## src/rtl/next_pc_unit.sv

```systemverilog
// Fetch PC generator with a one-deep delayed-redirect buffer (keeps the delay slot intact).
// Define NEXT_PC_RAS_EN to build the return-address stack; otherwise RAS outputs are tied to zero.
module next_pc_unit #(
    parameter int unsigned ADDR_W       = 32,
    parameter logic [63:0] RESET_VECTOR = 64'hBFC00000,
    parameter int unsigned RAS_DEPTH    = 4
) (
    input  logic              CLK,
    input  logic              RESET,
    input  logic [31:0]       Instruction,
    input  logic [ADDR_W-1:0] Instr_PC_Plus4,
    input  logic              Decode_Valid,
    input  logic              Jump,
    input  logic              JumpRegister,
    input  logic              Branch,
    input  logic              BranchTaken,
    input  logic              Link,
    input  logic [4:0]        Register,
    input  logic [ADDR_W-1:0] RegisterValue,
    input  logic              FWD_REQ_FREEZE,
    input  logic              IMEM_READY,
    output logic [ADDR_W-1:0] PC,
    output logic              RedirectPending,
    output logic              RedirectOverrun,
    output logic [ADDR_W-1:0] RAS_Top,
    output logic              RAS_Valid,
    output logic              RAS_Mispredict
);

    typedef enum logic {StNormal, StPending} state_e;

    localparam logic [ADDR_W-1:0] ResetPc = RESET_VECTOR[ADDR_W-1:0];

    state_e            stateQ;
    logic [ADDR_W-1:0] pcQ;
    logic [ADDR_W-1:0] pendingTargetQ;
    logic              overrunQ;
    logic              fadv;
    logic              rev;
    logic [ADDR_W-1:0] target;
    logic [ADDR_W-1:0] branchOffset;
    logic              unusedBits;

    assign fadv = IMEM_READY & ~FWD_REQ_FREEZE;
    assign rev  = Decode_Valid & ~FWD_REQ_FREEZE & (Jump | (Branch & BranchTaken));

    assign branchOffset = {{(ADDR_W - 18){Instruction[15]}}, Instruction[15:0], 2'b00};
    assign unusedBits   = ^Instruction[31:26];

    always_comb begin
        target = Instr_PC_Plus4 + branchOffset;
        if (Jump && JumpRegister) begin
            target = RegisterValue;
        end else if (Jump) begin
            target = {Instr_PC_Plus4[ADDR_W-1:28], Instruction[25:0], 2'b00};
        end
    end

    always_ff @(posedge CLK or negedge RESET) begin
        if (!RESET) begin
            stateQ         <= StNormal;
            pcQ            <= ResetPc;
            pendingTargetQ <= '0;
            overrunQ       <= 1'b0;
        end else begin
            overrunQ <= rev && (stateQ == StPending);
            unique case (stateQ)
                StNormal: begin
                    if (rev && fadv) begin
                        pcQ <= target;
                    end else if (rev) begin
                        pendingTargetQ <= target;
                        stateQ         <= StPending;
                    end else if (fadv) begin
                        pcQ <= pcQ + ADDR_W'(4);
                    end
                end
                StPending: begin
                    // A newer redirect always supersedes the buffered one.
                    if (rev && fadv) begin
                        pcQ    <= target;
                        stateQ <= StNormal;
                    end else if (rev) begin
                        pendingTargetQ <= target;
                    end else if (fadv) begin
                        pcQ    <= pendingTargetQ;
                        stateQ <= StNormal;
                    end
                end
                default: stateQ <= StNormal;
            endcase
        end
    end

    assign PC              = pcQ;
    assign RedirectPending = (stateQ == StPending);
    assign RedirectOverrun = overrunQ;

`ifdef NEXT_PC_RAS_EN
    localparam int unsigned PtrW = $clog2(RAS_DEPTH);
    localparam int unsigned CntW = $clog2(RAS_DEPTH + 1);

    logic [ADDR_W-1:0] rasMem [RAS_DEPTH];
    logic [PtrW-1:0]   rasPtr;
    logic [PtrW-1:0]   ptrInc;
    logic [PtrW-1:0]   ptrDec;
    logic [CntW-1:0]   rasCnt;
    logic              mispredictQ;
    logic              push;
    logic              pop;
    logic [ADDR_W-1:0] pushVal;

    assign push    = rev & Link;
    assign pop     = rev & JumpRegister & (Register == 5'd31);
    assign pushVal = Instr_PC_Plus4 + ADDR_W'(4);
    assign ptrInc  = (rasPtr == PtrW'(RAS_DEPTH - 1)) ? '0 : rasPtr + PtrW'(1);
    assign ptrDec  = (rasPtr == '0) ? PtrW'(RAS_DEPTH - 1) : rasPtr - PtrW'(1);

    // rasPtr is the next write slot; the top entry sits just below it.
    always_ff @(posedge CLK or negedge RESET) begin
        if (!RESET) begin
            rasPtr      <= '0;
            rasCnt      <= '0;
            mispredictQ <= 1'b0;
            for (int i = 0; i < RAS_DEPTH; i++) begin
                rasMem[i] <= '0;
            end
        end else begin
            mispredictQ <= pop && (rasCnt != '0) && (RAS_Top != RegisterValue);
            if (push && pop && (rasCnt != '0)) begin
                rasMem[ptrDec] <= pushVal;
            end else if (push) begin
                // Full stack: the slot at rasPtr holds the oldest entry and is overwritten.
                rasMem[rasPtr] <= pushVal;
                rasPtr         <= ptrInc;
                if (rasCnt != CntW'(RAS_DEPTH)) begin
                    rasCnt <= rasCnt + CntW'(1);
                end
            end else if (pop && (rasCnt != '0)) begin
                rasPtr <= ptrDec;
                rasCnt <= rasCnt - CntW'(1);
            end
        end
    end

    assign RAS_Valid      = (rasCnt != '0);
    assign RAS_Top        = RAS_Valid ? rasMem[ptrDec] : '0;
    assign RAS_Mispredict = mispredictQ;
`else
    logic unusedRas;

    assign unusedRas      = ^{Link, Register};
    assign RAS_Top        = '0;
    assign RAS_Valid      = 1'b0;
    assign RAS_Mispredict = 1'b0;
`endif

endmodule

```

## config.mk

```make
export PLATFORM = sky130hd
export DESIGN_NAME = next_pc_unit
export DESIGN_NICKNAME = d
export VERILOG_FILES = /design/src/rtl/next_pc_unit.sv
export SDC_FILE = /design/constraint.sdc
export NUM_CORES = 1
export LEC_CHECK = 0
export ABC_AREA = 0
export ABC_CLOCK_PERIOD_IN_PS = 2410
export CAP_MARGIN = 30
export CORE_MARGIN = 4
export CORE_UTILIZATION = 49
export DETAILED_ROUTE_END_ITERATION = 10
export HOLD_SLACK_MARGIN = 0.02
export MAX_ROUTING_LAYER = met4
export PLACE_DENSITY = 0.82
export SYNTH_ARGS = -nofsm -noshare
export SYNTH_HDL_FRONTEND = slang
export SYNTH_SLANG_ARGS = --single-unit
```

## constraint.sdc

```tcl
create_clock -name CLK -period 2.41 [get_ports CLK]
set_input_delay 0.482 -clock CLK [delete_from_list [all_inputs] [get_ports CLK]]
set_output_delay 0.482 -clock CLK [all_outputs]
set_load 0.03 [all_outputs]
```

# Word-level counts from Yosys, hierarchy flattened
# Index checks and enable logic that the tools add are counted.
# totals
n_memories	0
elab_cells	40
mem_bits_rw	0
out_inout_bits	68
register_bits	66
latch_bits	0
mem_bits_ro	0
# op_classes
add_sub_neg	2
n_bitwise	8
div_mod_pow	0
muxes	17
n_eq_ne	4
shift	0
n_mul	0
reduce_logical	5
magnitude_cmp	0
# ops
op	n
two-way mux 32 bit	10
case mux 32 bit (2 select lines)	1
adder 32 x 3 -> 32 bit (second input constant)	1
adder 32 bit	1
!= test 3 bit (second input constant)	2
two-way mux 1 bit	5
AND 1 bit	4
AND reduction 4 bit	1
logical AND 1 bit	3
!= test 3 x 1 -> 1 bit (second input constant)	1
!= test 3 x 2 -> 1 bit (second input constant)	1
NOT 1 bit	3
case mux 1 bit (2 select lines)	1
AND reduction 2 bit	1
OR 1 bit	1

# Longest topological paths before layout
# Gate-level depths: netlist (run 1).
# logic_depth
word_depth	6
depth_mapped	10

# Worst setup path after synthesis (run 1)
# OpenSTA, ideal clock, no wires.
# synth_timing
path_type	input to register
from	input Instruction[0]
to	register pcQ[30], in the netlist PC[30]
path_stages	10
arrival_time_ns	2.774
path_buffers	0
required_time_ns	2.306
slack_ns	-0.468
cell_sequence	ha_1 fa_1 a211oi_1 o211ai_2 nand3_1 nand2_1 o41ai_2 mux2_2 xor2_1 o311ai_1
# synth_between
elab_chain_cells	5
word_cells_on_any_way	6
# synth_lines
item	line	source
start, declared	10	input logic [31:0] Instruction,
adder 32 bit (*)	51	target = Instr_PC_Plus4 + branchOffset;
two-way mux 32 bit (*)	54	end else if (Jump) begin
two-way mux 32 bit (*)	52	if (Jump && JumpRegister) begin
two-way mux 32 bit (on tied branches)	80, 69	
case mux 32 bit (2 select lines) (*)	67	unique case (stateQ)
end signal, assigned	70	pcQ <= target;
end signal, assigned	81	pcQ <= target;
end signal, assigned	86	pcQ <= pendingTargetQ;
end, declared	35	logic [ADDR_W-1:0] pcQ;
# Mark *: on every way between the ends. The rest lies on a longest branch, timed or not.
# A chain may end at the register's enable or synchronous reset.

# Final worst setup path (run 1)
# layout_timing
from	input Instruction[0]
to	register pendingTargetQ[30]
# layout_between
elab_chain_cells	5
# layout_lines
item	line	source
adder 32 bit	51	
two-way mux 32 bit	54	
two-way mux 32 bit	52	
two-way mux 32 bit	71, 83	
two-way mux 32 bit	69, 80	
end signal, assigned	72	pendingTargetQ <= target;
end signal, assigned	84	pendingTargetQ <= target;
end, declared	36	logic [ADDR_W-1:0] pendingTargetQ;
# No other way between the ends. The select of a mux whose other input is x is not followed.

==> summary.md, run 1 <==
| Metric | Value |
|---|---|
| DRC Markers | 0 |
| Initial antenna violation count | 1 |
| Vias in the first global route | 6481 |
| EDFF count, synth | 0 |
| Global-route wire length before repair | 32.8 mm |
| Final ANT Viol Nets | 0 |
| Core Box Area | 0.0123 mm^2 |
| FF-to-FF setup slack | 150 ps |
| R2r endpoint | PC[26]$_DFFE_PN1P_ |
| Nets | 1161 |
| Largest net degree at the start of global routing | 71 |
| Max incr delay on CP | 350 ps |
| WL met3 | 1.46 mm |
| Share of synthesized flip-flops with an asynchronous set or reset | 100% |
| Main flop type after synthesis | dfrtp_1 |
| # hold bufs at CTS | 0 |
| Mean Syn Cell Area | 7.87 um^2 |
| Routed length per instance | 18.0 um |
| Max clock buf depth | 2 |
| DRT Pass-1 Iters | 5 |
| Fin. Hold Viols | 0 |
| Die width | 121 um |
| Critical Path Sink Type | flip-flop |
| Dpl hpwl | 15.0 mm |
| Maximum vdd drop | 0.369 mV |
| Synth area leader | dfrtp_1 |
| Sw Share | 37.7% |
| Fin Hold WS | 150 ps |
| Post-Syn Area | 0.00625 mm^2 |
| Clock group share of total power | 24.9% |
| Number of placed instances with taps included | 1165 |
| Sequential power share | 28.7% |
| Pwr Density | 609 mW/mm^2 |
| Max-slew violations | 0 |
| Max-Cap Viols | 0 |
| Top cells by area, synth | dfrtp_1 23%, nand2_1 7.5%, ha_1 6.0%, o21ai_0 5.6%, a21oi_1 4.6% |
| RSZ-0062 raised after global routing | yes |
| Initial DRC Count | 797 |
| Buffers on Ports | 132 |
| Number of core rows | 40 |
| Crit path max fanout | 2 |
| Leak pwr | 4.08 nW |
| Num CTS Buffers | 9 |
| Fin crit share | 107% |
| Root buf cell | clkbuf_16 |
| Die area | 0.0146 mm^2 |
| Sequential element share of the synthesized area | 26.6% |
| CTS H-tree depth | 3 |
| Synth cell types | 76 |
| Clk_skew | 7.34 ps |
| GRT Residual Overflow | 0 |
| Share of cells above drive strength 1 | 27.6% |
| Vias per cell | 5.89 |
| Failing checks | negative setup slack |
| Clk sinks | 66 |
| Met1 wire length | 9.09 mm |
| Die height | 121 um |
| Boundary Pins | 179 |
| Worst skew pair latency | 340 ps |
| Synthesized flop and latch total | 66 |
| Status | finished with violations |
| R2r worst-path depth | 9 |
| Post-synth top area share | 22.8% |
| CTS tree | done |
| Startpoint types | input pin |
| FF-to-FF Start | PC[2]$_DFFE_PN0P_ |
| P&R area growth vs syn | 51.8% |
| Setup CP Type | in -> reg |
| P_sw | 2.18 mW |
| Via count | 7025 |
| Post-Syn Instances | 794 |
| Top Layer Used | met4 |
| Placer Congestion | 0.918 |
| Finished Layout Cells | 1193 |
| Initial Utilization | 50.9% |
| Internal Power | 3.59 mW |
| Most frequent cell after synthesis | nand2_1 |
| Type of the worst min-delay path | in -> async |
| List of most frequent post-synthesis cells | 124 x nand2_1, 70 x o21ai_0, 58 x a21oi_1 |
| CTS clk-pin slew, worst paths | 60 ps |
| Final Critical Period | 2570 ps |
| Worst Slack Setup Final | -161 ps |
| Final WL | 21.5 mm |
| Routed met2 length | 10.3 mm |
| Setup violators final | 8 |
| Warnings, synthesis | 0 |
| Logic pwr share | 46.5% |
| Gr usage total | 28.4% |
| Worst path cell trace | buf_8 -> ha_4 -> fa_2 -> a211oi_2 -> o211ai_2 -> nand3_2 -> nand2_2 -> o41ai_4 -> mux2_4 -> buf_6 -> mux2i_1 -> o211ai_1 |
| Critical-path top delay cell | mux2_4 |
| Max Fclk | 389 MHz |
| Fillcell total | 798 |
| Crit path arrival time | 2770 ps |
| Crit path required time | 2610 ps |
cells by family (layout without fill, tap and decap cells):
| group | Yosys count | count (layout) | synth area share (%) |
|---|---|---|---|
| and+or+nand+nor | 265 | 265 | 20.0 |
| AOI/OAI and AO/OA | 251 | 251 | 26.0 |
| other | 1 | 35 | 0.0600 |
| buffers and inverters | 96 | 293 | 8.15 |
| xor gates and xnor gates | 43 | 43 | 6.03 |
| DFF | 66 | 66 | 26.6 |
| muxes | 41 | 41 | 6.81 |
| adders and majority gates | 31 | 31 | 6.33 |
worst max-delay path by stage:
stage                         startpoint                             end  slack (ps)  cells after the start
after floorplan           Instruction[0]              PC[30]$_DFFE_PN0P_        -350                     10
after global placement    Instruction[0]              PC[30]$_DFFE_PN0P_        -940                     11
after detailed placement  Instruction[0]              PC[30]$_DFFE_PN0P_       -1010                     11
after CTS                 Instruction[0]              PC[30]$_DFFE_PN0P_        -100                     11
after global routing      Instruction[0]  pendingTargetQ[30]$_DFFE_PN0P_        -220                     12
final                     Instruction[0]  pendingTargetQ[30]$_DFFE_PN0P_        -160                     12
worst max-delay path: cells and delay by family:
kind	cells	cell delay, ps
muxes	2	540
adders and majority gates	2	490
buffers and inverters	2	220
and+or+nand+nor	2	180
AOI/OAI and AO/OA	4	850
flip-flops by register name, summed over array words and instances, names as in the netlist:
name	count
PC	32
RedirectPending	1
pendingTargetQ	32
RedirectOverrun	1
layout make-up:
class / count / area (um^2) / share of cell area (%)
antenna: 1 / 2.50 / 0.0264
timing repair buffer: 265 / 2400 / 25.3
tap: 168 / 210 / 2.22
clock buffer: 10 / 239 / 2.52
multi-input combinational: 665 / 4840 / 51.0
inverter: 12 / 45.0 / 0.475
sequential: 66 / 1660 / 17.5
clock inverter: 6 / 90.1 / 0.950
power groups by stage:
stage	clock network, mW	logic [mW]	registers (mW)
after floorplan	0	1.21	1.86
after global placement	0	2.35	1.65
after detailed placement	0	2.39	1.66
after CTS	1.44	2.51	1.65
after global routing	1.49	2.87	1.69
final	1.44	2.68	1.65
stage by stage:
stage,setup TNS (ps),instance area [um^2],setup slack [ps],util [%],power [mW]
after floorplan,-801,6450,-354,-,3.06
after global placement,-31610,8490,-944,69.2,4.00
after detailed placement,-34460,8490,-1010,69.2,4.05
after CTS,-293,9210,-96.0,75.1,5.60
after global routing,-1360,9480,-222,77.3,6.05
final,-393,9480,-161,77.3,5.77
cell usage in the layout, fill, tap and decap left out, types with 17 or more instances in the layout:
master | Yosys | final
conb_1 | 1 | 34
xnor2_1 | 28 | 25
dfrtp_1 | 57 | 57
ha_4 | 0 | 22
o21ai_0 | 70 | 53
buf_4 | 34 | 114
dlygate4sd2_1 | 0 | 19
nand2_1 | 124 | 123
nor2_1 | 52 | 48
a21oi_1 | 58 | 43
clkdlybuf4s50_1 | 0 | 90
mux2i_1 | 29 | 29
a21o_1 | 17 | 17
timing repair:
item                                    in CTS  in global routing
setup buffers                                8                  7
endpoints found under the setup margin      46                 34
pin swaps                                   52                 50
resized for setup                          132                 78
layer usage:
layer	vias up	global-route usage, %
met2	367	44.7
met1	3326	38.4
li1	3275	-
met3	57	2.66
met4	0	9.92
met5	-	-
Note: power is estimated with default switching activity, not from simulation.
==> inputs of run 2 (changes only) <==
- CORE_ASPECT_RATIO: default -> 0.6
==> summary.md, run 2 (synthesis results as in run 1) <==
| Metric | Value |
|---|---|
| Initial DRC Count | 1049 |
| Worst path cell trace | dlygate4sd2_1 -> ha_4 -> buf_4 -> nand2_1 -> buf_4 -> nand2_1 -> nand2_1 -> xnor2_1 -> o21ai_0 -> or2_2 -> a31oi_1 |
| Leak pwr | 4.17 nW |
| Buffers on Ports | 132 |
| RSZ-0062 raised after global routing | yes |
| Root buf cell | clkbuf_16 |
| Gr usage total | 31.7% |
| Max clock buf depth | 2 |
| Routed met2 length | 11.5 mm |
| Most frequent cells in the layout | 137 x buf_4, 123 x nand2_1, 90 x clkdlybuf4s50_1, 56 x dfrtp_1, 52 x o21ai_0 |
| Crit path arrival time | 2860 ps |
| Final WL | 26.0 mm |
| R2r worst-path depth | 9 |
| CTS H-tree depth | 3 |
| Worst slew pin tran | 599 ps |
| Crit path max fanout | 6 |
| Top Layer Used | met4 |
| Commonest non-fill, non-tap cell in the layout | buf_4 |
| DP Area | 0.00854 mm^2 |
| Max-slew violations | 0 |
| DRC Markers | 0 |
| Vias in the first global route | 7149 |
| Die width | 154 um |
| Fin util | 79.5% |
| Fin crit share | 108% |
| Slew HR | 60.1% |
| CP delay by family, top | simple AND/OR/NAND/NOR gates |
| Initial antenna violation count | 0 |
| FF-to-FF setup slack | 170 ps |
| Type of the worst min-delay path | in -> async |
| Core Box Area | 0.0123 mm^2 |
| Worst Slack Setup Final | -194 ps |
| Routed length per instance | 21.5 um |
| Number of core rows | 31 |
| P&R area growth vs syn | 56.0% |
| Critical-path top delay cell | or2_2 |
| Clk sinks | 66 |
| Setup tns final | -1080 ps |
| Maximum vdd drop | 0.466 mV |
| Nets | 1181 |
| Critical Path Sink Type | flip-flop |
| R2r endpoint | PC[26]$_DFFE_PN1P_ |
| Setup CP Type | in -> reg |
| GRT Residual Overflow | 0 |
| Cell area after layout | 0.00975 mm^2 |
| Max incr delay on CP | 320 ps |
| Via count | 7675 |
| Dpl hpwl | 16.7 mm |
| Placer Congestion | 0.924 |
| Crit path required time | 2660 ps |
| FF-to-FF Start | PC[3]$_DFFE_PN0P_ |
| N_diodes | 0 |
| Fin Hold WS | 142 ps |
| Max Fclk | 384 MHz |
| Clk_skew | 9.16 ps |
| Die area | 0.0147 mm^2 |
| Max-Cap Viols | 0 |
| Boundary Pins | 179 |
| Pwr Density | 595 mW/mm^2 |
| Die height | 95.5 um |
| Failing checks | negative setup slack |
| Vias per cell | 6.35 |
| Setup violators final | 14 |
| WP buf/inv | 3 |
| Met1 wire length | 10.6 mm |
| # hold bufs at CTS | 0 |
| DRT Pass-1 Iters | 5 |
| CP dominant cell by count | nand2_1 |
| Largest net degree at the start of global routing | 71 |
| Global-route wire length before repair | 36.5 mm |
| Status | finished with violations |
| CTS tree | done |
| Final Critical Period | 2600 ps |
| Share of cells above drive strength 1 | 30.6% |
| CTS clk-pin slew, worst paths | 60 ps |
| Worst skew pair latency | 340 ps |
| WL met3 | 2.84 mm |
| Startpoint types | input pin |
| Initial Utilization | 51.0% |
| Fin. Hold Viols | 0 |
| Num CTS Buffers | 9 |
| Tot Pwr | 5.80 mW |
| Final ANT Viol Nets | 0 |
==> run 2: power by group <==
group          leakage (nW)  internal, mW  total [mW]  switching [mW]
sequential            0.778          1.39        1.68           0.287
combinational          3.26          1.33        2.88            1.55
clock                 0.131         0.719        1.24           0.520
==> run 2: worst reg2reg max path, delay by kind of cell (launching register included) <==
| kind | cells | cell delay, ps |
|---|---|---|
| AND/OR/NAND/NOR | 5 | 1130 |
| flip-flops | 1 | 420 |
| AO/OA/AOI/OAI | 2 | 340 |
| adder cells (fa/ha/maj) | 1 | 210 |
| multiplexers | 1 | 70 |
==> run 2: final cells by class <==
| class | instances | area, um^2 |
|---|---|---|
| tap | 165 | 206 |
| sequential | 66 | 1660 |
| multi-input combinational | 665 | 5040 |
| fill | 780 | 2510 |
| clock inverter | 5 | 30.0 |
| timing repair buffer | 285 | 2520 |
| clock buffer | 11 | 243 |
| inverter | 12 | 45.0 |
==> run 2: repair_timing <==
item                       CTS  global route
pin swaps                   51            50
setup buffers               11            13
setup endpoints to repair   49            38
resized for setup          140            97
==> run 2: through the flow <==
stage,setup slack [ps],cells
global placement,-890,1173
CTS,-95.1,1200
floorplan,-354,827
finish,-194,1209
detailed placement,-965,1173
global route,-229,1209
==> run 2: how the worst max path moves through the flow <==
| stage | startpoint | to | slack, ps | cells past startpoint |
|---|---|---|---|---|
| 2_1_floorplan | Instruction[0] | PC[30]$_DFFE_PN0P_ | -350 | 10 |
| 3_3_place_gp | Instruction[0] | PC[30]$_DFFE_PN0P_ | -890 | 11 |
| 3_5_place_dp | Instruction[0] | PC[30]$_DFFE_PN0P_ | -960 | 11 |
| 4_1_cts | Instr_PC_Plus4[2] | PC[30]$_DFFE_PN0P_ | -100 | 11 |
| 5_1_grt | Instr_PC_Plus4[17] | PC[30]$_DFFE_PN0P_ | -230 | 11 |
| 6_report | Instruction[7] | PC[10]$_DFFE_PN0P_ | -190 | 11 |
==> run 2: layer usage <==
layer / track usage (%) / vias up
li1: - / 3308
met1: 42.8 / 3664
met2: 49.5 / 576
met3: 6.67 / 127
met4: 7.57 / 0
met5: - / -
